`src/rtl/bcd_to_bin.sv`:
```
// ============================================================================
// Module   : bcd_to_bin
// Purpose  : Sequential signed 6-digit BCD to 20-bit binary converter
//            (reverse double-dabble, one iteration per clock).
// Revision : 1.0 - initial release
// ============================================================================
`default_nettype none

module bcd_to_bin (
    input  logic        sys_clk,
    input  logic        sys_rst_n,
    input  logic        start,
    input  logic [3:0]  unit,
    input  logic [3:0]  ten,
    input  logic [3:0]  hun,
    input  logic [3:0]  tho,
    input  logic [3:0]  ten_tho,
    input  logic [3:0]  hun_hun,
    input  logic        sign,
    output logic [19:0] bin_out,
    output logic        sign_out,
    output logic        busy,
    output logic        done,
    output logic        err
);

    localparam logic [0:0] ST_IDLE   = 1'b0;
    localparam logic [0:0] ST_CONV   = 1'b1;
    localparam logic [4:0] LAST_ITER = 5'd19;
    localparam logic [3:0] MAX_DIGIT = 4'd9;

    logic [0:0]  state_q,    state_d;
    logic [43:0] sreg_q,     sreg_d;
    logic [4:0]  cnt_q,      cnt_d;
    logic        inv_q,      inv_d;
    logic        sign_lat_q, sign_lat_d;
    logic [19:0] bin_out_q,  bin_out_d;
    logic        sign_out_q, sign_out_d;
    logic        busy_q,     busy_d;
    logic        done_q,     done_d;
    logic        err_q,      err_d;

    logic [43:0] sreg_step;
    logic        digits_bad;

    assign digits_bad = (unit > MAX_DIGIT) || (ten > MAX_DIGIT) || (hun > MAX_DIGIT) ||
                        (tho > MAX_DIGIT) || (ten_tho > MAX_DIGIT) || (hun_hun > MAX_DIGIT);

    // Shift right, then pull each BCD nibble that received a carried-in 8 back by 3.
    always_comb begin
        sreg_step = sreg_q >> 1;
        for (int i = 0; i < 6; i++) begin
            if (sreg_step[20 + 4*i +: 4] >= 4'd8) begin
                sreg_step[20 + 4*i +: 4] = sreg_step[20 + 4*i +: 4] - 4'd3;
            end
        end
    end

    always_comb begin
        state_d    = state_q;
        sreg_d     = sreg_q;
        cnt_d      = cnt_q;
        inv_d      = inv_q;
        sign_lat_d = sign_lat_q;
        bin_out_d  = bin_out_q;
        sign_out_d = sign_out_q;
        busy_d     = busy_q;
        done_d     = 1'b0;
        err_d      = err_q;

        case (state_q)
            ST_IDLE: begin
                if (start) begin
                    sreg_d     = {hun_hun, ten_tho, tho, hun, ten, unit, 20'd0};
                    inv_d      = digits_bad;
                    sign_lat_d = sign;
                    cnt_d      = 5'd0;
                    busy_d     = 1'b1;
                    state_d    = ST_CONV;
                end
            end
            ST_CONV: begin
                if (inv_q) begin
                    bin_out_d  = 20'd0;
                    sign_out_d = 1'b0;
                    err_d      = 1'b1;
                    done_d     = 1'b1;
                    busy_d     = 1'b0;
                    state_d    = ST_IDLE;
                end else begin
                    sreg_d = sreg_step;
                    cnt_d  = cnt_q + 5'd1;
                    if (cnt_q == LAST_ITER) begin
                        bin_out_d  = sreg_step[19:0];
                        sign_out_d = sign_lat_q;
                        err_d      = 1'b0;
                        done_d     = 1'b1;
                        busy_d     = 1'b0;
                        state_d    = ST_IDLE;
                    end
                end
            end
            default: state_d = ST_IDLE;
        endcase
    end

    always_ff @(posedge sys_clk or negedge sys_rst_n) begin
        if (!sys_rst_n) begin
            state_q    <= ST_IDLE;
            sreg_q     <= 44'd0;
            cnt_q      <= 5'd0;
            inv_q      <= 1'b0;
            sign_lat_q <= 1'b0;
            bin_out_q  <= 20'd0;
            sign_out_q <= 1'b0;
            busy_q     <= 1'b0;
            done_q     <= 1'b0;
            err_q      <= 1'b0;
        end else begin
            state_q    <= state_d;
            sreg_q     <= sreg_d;
            cnt_q      <= cnt_d;
            inv_q      <= inv_d;
            sign_lat_q <= sign_lat_d;
            bin_out_q  <= bin_out_d;
            sign_out_q <= sign_out_d;
            busy_q     <= busy_d;
            done_q     <= done_d;
            err_q      <= err_d;
        end
    end

    assign bin_out  = bin_out_q;
    assign sign_out = sign_out_q;
    assign busy     = busy_q;
    assign done     = done_q;
    assign err      = err_q;

endmodule

`default_nettype wire

```
`config.mk`:
```
export PLATFORM = sky130hd
export DESIGN_NAME = bcd_to_bin
export DESIGN_NICKNAME = d
export VERILOG_FILES = /design/src/rtl/bcd_to_bin.sv
export SDC_FILE = /design/constraint.sdc
export NUM_CORES = 1
export LEC_CHECK = 0
export ABC_CLOCK_PERIOD_IN_PS = 2800
export BUFFER_PORTS_ARGS = -buffer_cell sky130_fd_sc_hd__buf_2
export CAP_MARGIN = 10
export CORE_AREA = 2 2 80 82
export CTS_CLUSTER_SIZE = 40
export DETAILED_ROUTE_END_ITERATION = 8
export DIE_AREA = 0 0 82 84
export PLACE_DENSITY = 0.89
export REMOVE_ABC_BUFFERS = 1
export SLEW_MARGIN = 25
export SYNTH_ARGS = -nofsm -noshare
export SYNTH_HDL_FRONTEND = slang
export SYNTH_SLANG_ARGS = --single-unit
```
`constraint.sdc`:
```
create_clock -name sys_clk -period 2.8 [get_ports sys_clk]
set_input_delay 0.56 -clock sys_clk [delete_from_list [all_inputs] [get_ports sys_clk]]
set_output_delay 0.56 -clock sys_clk [all_outputs]
set_load 0.01 [all_outputs]
```
After elaboration in Yosys (flattened, before gate mapping)
Index checks and enable logic that the tools add are counted.
{"block": "op_classes", "addsub": 7, "order_cmp": 12, "eq_ne": 4, "n_mux": 28, "bitwise": 1, "reduce_logical": 10}
{"operator": "44-bit 2-to-1 mux", "count": 2}
{"operator": "44-bit case mux with 2 select lines", "count": 1}
{"operator": "20-bit 2-to-1 mux", "count": 2}
{"operator": "4-bit greater-than comparator (second input constant)", "count": 6}
{"operator": "4-bit 2-to-1 mux", "count": 6}
{"operator": "4-bit >= comparator (second input constant)", "count": 5}
{"operator": "4-bit by 2-bit subtractor with 4-bit output (second input constant)", "count": 5}
{"operator": "1-bit 2-to-1 mux", "count": 12}
{"operator": "5-bit 2-to-1 mux", "count": 2}
{"operator": "5-bit case mux with 2 select lines", "count": 1}
{"operator": "2-bit AND reduction", "count": 4}
{"operator": "5-bit by 1-bit adder with 5-bit output (second input constant)", "count": 1}
{"operator": "5-bit equality test (second input constant)", "count": 1}
{"operator": "1-bit logical OR", "count": 5}
{"operator": "3-bit by 4-bit >= comparator with 1-bit output (second input constant)", "count": 1}
{"operator": "2-bit inequality test (second input constant)", "count": 2}
{"operator": "1-bit case mux with 2 select lines", "count": 2}
{"operator": "3-bit by 2-bit subtractor with 4-bit output (second input constant)", "count": 1}
{"operator": "3-bit by 1-bit inequality test with 1-bit output (second input constant)", "count": 1}
{"operator": "2-bit nonzero test", "count": 1}
{"operator": "1-bit inverter", "count": 1}
{"block": "word_totals", "regBits": 76, "input_bits": 28, "output_inout_bits": 24, "word_cells": 72}

Logic depth before layout (Yosys ltp)
Gate-level depths: netlist of the first run.
{"block": "logic_depth", "depth_word": 6, "depth_mapped": 7, "depth_no_buf": 6}

Worst setup path before layout of the first run
No wires, ideal clock.
{"block": "synth_path", "path_type": "in2reg", "from": "input port start", "to": "register sreg_q[43]", "setup_time_ns": 0.121, "t_arrival_ns": 1.350, "required_time_ns": 2.679, "path_slack_ns": 1.329, "path_stages": 6, "path_buffers": 3, "path_cell_list": "buf_4 -> nor2b_1 -> buf_6 -> nor2_8 -> buf_6 -> a22o_1"}
{"block": "synth_via", "elab_chain_len": 2}
{"element": "start, declared", "line_no": "12", "text": "input logic start,"}
{"element": "2-bit inequality test (no source line)"}
{"element": "2-bit AND reduction (no source line)"}
{"element": "end signal, assigned", "line_no": "121", "text": "sreg_q <= sreg_d;"}
{"element": "end, declared", "line_no": "33", "text": "logic [43:0] sreg_q, sreg_d;"}
No other way between the ends.
A chain may end at the register's enable or synchronous reset.

Worst setup path after layout of the first run
{"block": "layout_path", "from": "register state_q", "to": "register bin_out_q[9] (netlist: bin_out[9])"}
{"block": "layout_via", "elab_chain_len": 1}
{"element": "start, declared", "line_no": "32", "text": "logic [0:0] state_q, state_d;"}
{"element": "start signal, assigned", "line_no": "120", "text": "state_q <= state_d;"}
{"element": "2-bit AND reduction (no source line)"}
{"element": "end signal, assigned", "line_no": "125", "text": "bin_out_q <= bin_out_d;"}
{"element": "end, declared", "line_no": "37", "text": "logic [19:0] bin_out_q, bin_out_d;"}
No other way between the ends.

==> flow_summary.yaml, run 1 <==
pwr:
  clock_power_share_pct: 37.0
  p_leak_nw: 1.97
  pwr-share-comb_pct: 14.0
  total_power_mw: 2.60
  p_seq_share_pct: 49.0
  vdd_drop_max_v: 0.000620
  power.density_nw_per_um2: 654
  p_int_mw: 1.91
  power.net_switching_mw: 0.684
  p_sw_share_pct: 26.3
synthesis:
  ys_ff_latch: 75
  synth-compound-area-share_pct: 23.1
  yosysUniqueCellTypes: 33
  synth_top_family_by_area: "compound AO/OA/AOI/OAI gates"
  netlist_instances: 302
  synth_fa_ha_area_share_pct: 3.96
  synthSimpleGateAreaFrac_pct: 7.78
  synth-xor-area-share_pct: 2.52
  synth_mux_area_share_pct: 3.17
  synth_edf_count: 0
  ys_seq_area_share_pct: 54.0
  yosys_warnings: 0
  ys_async_sr_fraction_pct: 100
  synthFlopType: "dfrtp_1"
  syn-cell-area_um2: 3470
  syn_avg_cell_area_um2: 11.5
cells_and_area:
  filler_cell_count: 475
  final_common_cell: "dfrtp_1"
  area_growth_pct: 14.3
  drive_gt1_share_pct: 21.8
  multi_input_area_um2: 1410
  fin_area_um2: 3970
  final_core_util_pct: 65.1
  regArea_um2: 1880
  insertedDiodeCount: 0
  layout.nets: 390
  most-common-layout-cells: "75 x dfrtp_1, 51 x buf_2, 43 x a22o_1"
timing:
  final_hold_viol_count: 0
  setup_viol: 0
  slew_violations: 0
  slew_headroom_pct: 59.3
  post-route-period-util_pct: 65.6
  tightest_slew_ns: 0.610
  min_period_ns: 1.84
  clock_skew_ns: 0.00825
  fin_setup_tns_ns: 0
  grt_setup_unrepaired: "false"
  whs_ns: 0.232
  timing.fmax_mhz: 544
placed_design:
  io_buffers: 51
  gp_congestion: 0.833
  place_area_um2: 3740
  hpwl_um: 4640
floorplan:
  fp.coreArea_um2: 6100
  rows: 29
  die_w_um: 82
  io_pins: 52
  start_util_pct: 57.0
  die_y_um: 84
  die_area_um2: 6890
routing:
  drt-initial-drc-count: 141
  antenna_left: 0
  wirelength_um: 7050
  viasPerCell: 5.97
  drt-wirelength-per-cell_um: 16.4
  drc: 0
  dr.pass1.iters: 4
  vias: 2574
cts:
  cts_tree: "yes"
  path_clk_slew_ns: 0.07
  clk_path_buf_depth: 2
  clockRootBuffer: "clkbuf_8"
  post_cts_buffers: 0
  insertion_delay_ns: 0.35
  numCtsBuffers: 9
  ctsHoldBuffers: 0
  ctsResizeCount: 0
  clock_sinks: 75
  cts_max_level: 3
flow_run:
  drv_cap: 0
grt:
  antenna_found_initial: 0
  grt-ovfl-total: 0
  grt_first_pass_wirelength_um: 11700
  grt_max_degree: 76
  grt_pass1_vias: 2446
  track_usage_pct: 22.7
critical_path:
  worstPathRequired_ns: 3.08
  cp_max_fo: 21
  cp-end-kind: "flop"
  startpoint_type: "flop"
  cp_data_arrival_time_ns: 2.12
  crit_type: "reg -> reg"
run_status:
  outcome: "finished clean"
worst_hold_path:
  hold_path.class: "in -> async"
-- layout make-up --
| class | instances | area share (%) |
|---|---|---|
| repair buffers | 57 | 7.88 |
| multi-input cells | 195 | 35.5 |
| clock inverters | 5 | 2.62 |
| inverters | 13 | 1.23 |
| clock buffers | 9 | 3.12 |
| well taps | 77 | 2.43 |
| flip-flops and latches | 75 | 47.3 |
-- synth_stat cells, types with 8 or more instances --
cell type  count  share of area, %
o21ai_1       20               2.9
o21ai_0       13               1.9
a21oi_1        9               1.3
mux2i_1       11               3.2
nand2_1       19               2.1
nor2_1        10               1.1
xnor2_1       10               2.5
buf_2          8               1.2
dfrtp_1       75                54
a22o_1        43                11
inv_1         12               1.3
ha_1          11               4.0
-- registers in the layout (all words and copies together), names as in the netlist --
| register | flops |
|---|---|
| sign_out | 1 |
| state_q | 1 |
| cnt_q | 5 |
| bin_out | 20 |
| sign_lat_q | 1 |
| sreg_q | 43 |
| busy | 1 |
| inv_q | 1 |
| err | 1 |
| done | 1 |
-- layer usage --
metal | vias to the layer above | GRT usage (%) | part of all wire [%]
li1 | 1195 | - | -
met5 | - | 0 | 0
met2 | 93 | 33.8 | 48
met3 | 14 | 7.25 | 6.1
met4 | 0 | 9.09 | 2.1
met1 | 1272 | 30.7 | 44
-- power by group through the flow --
stage	Sequential, mW	Combinational (mW)	Clock [mW]
2_1_floorplan	1.27	0.247	0
3_3_place_gp	1.29	0.348	0
3_5_place_dp	1.29	0.366	0
4_1_cts	1.27	0.367	0.982
5_1_grt	1.28	0.417	1.03
6_report	1.27	0.363	0.961
-- through the flow --
| step | setup slack, ns | instances |
|---|---|---|
| floorplan | 0.736 | 283 |
| global placement | 0.981 | 417 |
| detailed placement | 0.927 | 417 |
| CTS | 0.980 | 431 |
| global route | 0.867 | 431 |
| finish | 0.962 | 431 |
-- kinds of logic (layout without fill, tap and decap cells) --
group / Yosys count / count (layout)
adder cells (fa/ha/maj): 11 / 11
flip-flops: 75 / 75
multiplexers: 11 / 11
AO/OA/AOI/OAI: 112 / 112
AND/OR/NAND/NOR: 51 / 51
buffers and inverters: 32 / 84
XOR/XNOR: 10 / 10
-- critical path, cell delays in order (launching register included) --
cell and delay [ns]:
dfrtp_1 0.73, and2b_1 0.49, and2_4 0.37, a22o_1 0.18
-- final timing paths --
kind                            from           to  slack, ns  depth (start not counted)
max                          state_q   bin_out[9]       0.96                          3
min                        sys_rst_n  bin_out[13]       0.23                          2
max reg2reg                  state_q   bin_out[9]       0.96                          3
min reg2reg                 cnt_q[4]     cnt_q[4]       0.48                          1
max in group asynchronous  sys_rst_n   sreg_q[25]       2.28                          2
min in group sys_clk          hun[0]   sreg_q[28]       0.45                          2
Power figures use the tool's default switching activity.
==> run 2: changes to the inputs <==
Settings changed: ABC_CLOCK_PERIOD_IN_PS 2800 to 1700, CORE_AREA 2 2 80 82 to 2 2 82 84, DIE_AREA 0 0 82 84 to 0 0 84 86, PLACE_DENSITY 0.89 to 0.85.
Clock period 2.8 ns to 1.7 ns, I/O delays scaled along.
==> flow_summary.yaml, run 2 (same netlist as run 1, synthesis figures left out) <==
cts:
  ctsHoldBuffers: 0
  ctsResizeCount: 0
  clock_sinks: 75
  numCtsBuffers: 9
  cts_max_level: 3
  cts_tree: "yes"
  clk_path_buf_depth: 2
  path_clk_slew_ns: 0.08
  clockRootBuffer: "clkbuf_8"
  insertion_delay_ns: 0.35
  post_cts_buffers: 0
critical_path:
  worstPathRequired_ns: 1.94
  crit_family: "flip-flops"
  startpoint_type: "flop"
  crit_buf_inv: 1
  cp-end-kind: "flop"
  cp_data_arrival_time_ns: 1.79
  cp_slowest_stage_delay_ns: 0.40
  crit_type: "reg -> reg"
  cp_max_fo: 23
  worstPathCellList: "ha_1, and4bb_1, o21ai_2, buf_12, a22o_1"
  cpMaxStageDelayCell: "dfrtp_1"
grt:
  antenna_found_initial: 0
  grt_first_pass_wirelength_um: 12300
  grt-ovfl-total: 0
  grt_max_degree: 76
  track_usage_pct: 21.6
  grt_pass1_vias: 2575
placed_design:
  placedCellCount: 425
  io_buffers: 51
  gp_congestion: 0.813
  hpwl_um: 4960
  place_area_um2: 3810
cells_and_area:
  largest_register_ffs: 43
  drive_gt1_share_pct: 23.6
  layout.nets: 398
  top_register: "sreg_q"
  final_common_cell: "dfrtp_1"
  filler_cell_count: 476
  layoutNonFillerInstCount: 441
  insertedDiodeCount: 0
  regArea_um2: 1880
  multi_input_area_um2: 1410
  fin_area_um2: 4010
  area_growth_pct: 15.3
  most-common-layout-cells: "75 x dfrtp_1, 51 x buf_2, 43 x a22o_1"
routing:
  wirelength_um: 7180
  viasPerCell: 5.91
  drt-initial-drc-count: 159
  dr.pass1.iters: 4
  drt-wirelength-per-cell_um: 16.3
  drc: 0
  antenna_left: 0
  vias: 2608
floorplan:
  die_w_um: 84
  rows: 29
  die_area_um2: 7220
  io_pins: 52
  fp.coreArea_um2: 6280
  start_util_pct: 55.4
  die_y_um: 86
timing:
  slew_violations: 0
  final_hold_viol_count: 0
  post-route-period-util_pct: 91.4
  setup_viol: 0
  tightest_slew_ns: 0.413
  grt_setup_unrepaired: "false"
  timing.fmax_mhz: 644
  clock_skew_ns: 0.0143
  slew_headroom_pct: 72.5
  min_period_ns: 1.55
  whs_ns: 0.0104
run_status:
  outcome: "finished clean"
worst_hold_path:
  hold_path.class: "in -> async"
flow_run:
  drv_cap: 0
pwr:
  vdd_drop_max_v: 0.000809
  total_power_mw: 4.07
  p_leak_nw: 2.00
  power.density_nw_per_um2: 1020
## run 2: cell type report
| class | instances | area share [%] |
|---|---|---|
| Inverter | 13 | 1.22 |
| Clock buffer | 10 | 3.18 |
| Clock inverter | 6 | 1.62 |
| Timing Repair Buffer | 65 | 9.62 |
| Tap cell | 77 | 2.40 |
| Multi-Input combinational cell | 195 | 35.1 |
| Sequential cell | 75 | 46.8 |
## run 2: stage by stage
| step | setup TNS [ns] | setup WS (ns) | utilization (%) |
|---|---|---|---|
| 2_1_floorplan | -15.63 | -0.364 | - |
| 3_3_place_gp | 0 | 0.236 | 60.8 |
| 3_5_place_dp | 0 | 0.185 | 60.8 |
| 4_1_cts | 0 | 0.182 | 63.8 |
| 5_1_grt | 0 | 0.104 | 63.8 |
| 6_report | 0 | 0.147 | 63.8 |
## run 2: final timing paths
| path | from | slack (ns) | cells after the start | end |
|---|---|---|---|---|
| worst min-delay path | sys_rst_n | 0.01 | 2 | bin_out[13] |
| worst max-delay path | cnt_q[0] | 0.15 | 5 | bin_out[13] |
| min in group sys_clk | sign | 0.20 | 3 | sign_lat_q |
| max in group asynchronous | sys_rst_n | 1.38 | 2 | sreg_q[25] |
| worst max register to register | cnt_q[0] | 0.15 | 5 | bin_out[13] |
| worst min register to register | cnt_q[4] | 0.48 | 1 | cnt_q[4] |
## run 2: where the power goes
group	internal (mW)	switching, mW
Clock	0.681	0.663
Combinational	0.301	0.340
Sequential	1.91	0.172
Total	2.89	1.17
## run 2: metal layers
metal,GRT usage (%),share of wire [%],wire length (µm)
met4,6.60,1.7,119
met3,6.35,6.1,439
met2,36.4,49,3530
met1,27.1,43,3090
met5,0,0,0
==> run 3: changes to the inputs <==
Settings changed: CORE_AREA 2 2 82 84 to 2 2 115 61, DIE_AREA 0 0 84 86 to 0 0 117 63, HOLD_SLACK_MARGIN set to 0.06, SETUP_SLACK_MARGIN set to 0.5.
==> flow_summary.yaml, run 3 (same netlist as run 1, synthesis figures left out) <==
run_status:
  outcome: "finished clean"
timing:
  grt_setup_unrepaired: "true"
  post-route-period-util_pct: 91.9
  timing.fmax_mhz: 640
  clock_skew_ns: 0.0112
  min_period_ns: 1.56
  setup_viol: 0
  slew_violations: 0
  slew_headroom_pct: 71.4
  tightest_slew_ns: 0.430
  final_hold_viol_count: 0
pwr:
  p_leak_nw: 2.56
  power.density_nw_per_um2: 996
  vdd_drop_max_v: 0.000726
  total_power_mw: 5.25
floorplan:
  start_util_pct: 54.0
  rows: 21
  io_pins: 52
  die_area_um2: 7370
  die_y_um: 63
  fp.coreArea_um2: 6440
  die_w_um: 117
cells_and_area:
  multi_input_area_um2: 1760
  insertedDiodeCount: 0
  drive_gt1_share_pct: 49.3
  final_common_cell: "dfrtp_1"
  most-common-layout-cells: "69 x dfrtp_1, 51 x buf_4, 47 x buf_2"
  area_growth_pct: 51.7
  filler_cell_count: 297
  layout.nets: 476
  regArea_um2: 1880
  top_register: "sreg_q"
  fin_area_um2: 5270
  largest_register_ffs: 43
  final_core_util_pct: 81.9
critical_path:
  cp-end-kind: "flop"
  ff2ff_path_depth: 6
  r2r_end: "bin_out[4]"
  cp_max_fo: 5
  startpoint_type: "flop"
  crit_start: "cnt_q[0]"
  rrSetupSlack_ns: 0.14
  worstPathRequired_ns: 1.99
  crit_type: "reg -> reg"
  cp_data_arrival_time_ns: 1.85
  endpoint: "bin_out[4]"
  r2r_start: "cnt_q[0]"
cts:
  clockRootBuffer: "clkbuf_16"
  cts_tree: "yes"
  numCtsBuffers: 9
  clk_path_buf_depth: 2
  cts_max_level: 3
  clock_sinks: 75
  path_clk_slew_ns: 0.06
  insertion_delay_ns: 0.35
worst_hold_path:
  hold_path.class: "in -> reg"
grt:
  antenna_found_initial: 0
  track_usage_pct: 29.2
  grt_max_degree: 36
  grt_pass1_vias: 3055
  grt_first_pass_wirelength_um: 15800
  grt-ovfl-total: 0
placed_design:
  hpwl_um: 5430
  gp_congestion: 0.831
  place_area_um2: 3850
  io_buffers: 51
routing:
  vias: 3407
  drt-initial-drc-count: 323
  viasPerCell: 6.38
  drt-wirelength-per-cell_um: 24.5
  dr.pass1.iters: 5
  antenna_left: 0
  wirelength_um: 13100
  drc: 0
flow_run:
  drv_cap: 0
[run 3: area by class of cell]
cell class,instances,area share (%)
clock inverter,7,1.12
sequential,75,35.7
timing repair inverter,1,0.142
tap,92,2.18
multi-input combinational,201,33.3
clock buffer,9,4.27
inverter,13,0.997
timing repair buffer,136,22.2
[run 3: routing by layer]
metal,GRT usage (%),up-vias,routed length (µm)
met5,0,-,0
met4,9.12,0,597
met3,11.0,68,1440
met2,43.3,282,5890
met1,40.1,1674,5170
li1,-,1383,-
[run 3: worst max-delay path: stages, from the launching register on]
cell and delay (ns):
dfrtp_1 0.39, ha_2 0.20, and4bb_2 0.25, o21ai_4 0.22, buf_6 0.17, buf_16 0.12, a22o_1 0.15
[run 3: power by group]
part	internal [mW]	switching, mW
logic	0.647	0.627
registers	1.92	0.225
clock network	1.01	0.820
total	3.58	1.67
[run 3: repair_timing]
item,in CTS,in global routing
pin swaps,33,43
gates cloned,7,7
hold buffers,1,0
setup endpoints to repair,94,98
hold endpoints to repair,13,0
resized for setup,41,75
setup buffers,33,29
[run 3: how the worst min path moves through the flow]
stage | cells past startpoint | startpoint | endpoint | slack [ns]
6_report | 3 | sign | sign_lat_q | 0.24
5_1_grt | 2 | ten[0] | sreg_q[24] | 0.25
4_1_cts | 3 | sign | sign_lat_q | 0.19
3_5_place_dp | 1 | sys_rst_n | bin_out[0] | 0.27
3_3_place_gp | 1 | sys_rst_n | bin_out[1] | 0.28
2_1_floorplan | 0 | sys_rst_n | bin_out[0] | 0.04
[run 3: per-stage QoR]
stage	std cells	hold slack, ns	worst slack [ns]	TNS (ns)
2_1_floorplan	283	0.0444	-0.364	-15.63
3_3_place_gp	441	0.276	0.226	0
3_5_place_dp	441	0.275	0.203	0
4_1_cts	498	0.192	0.198	0
5_1_grt	534	0.245	0.122	0
6_report	534	0.237	0.139	0
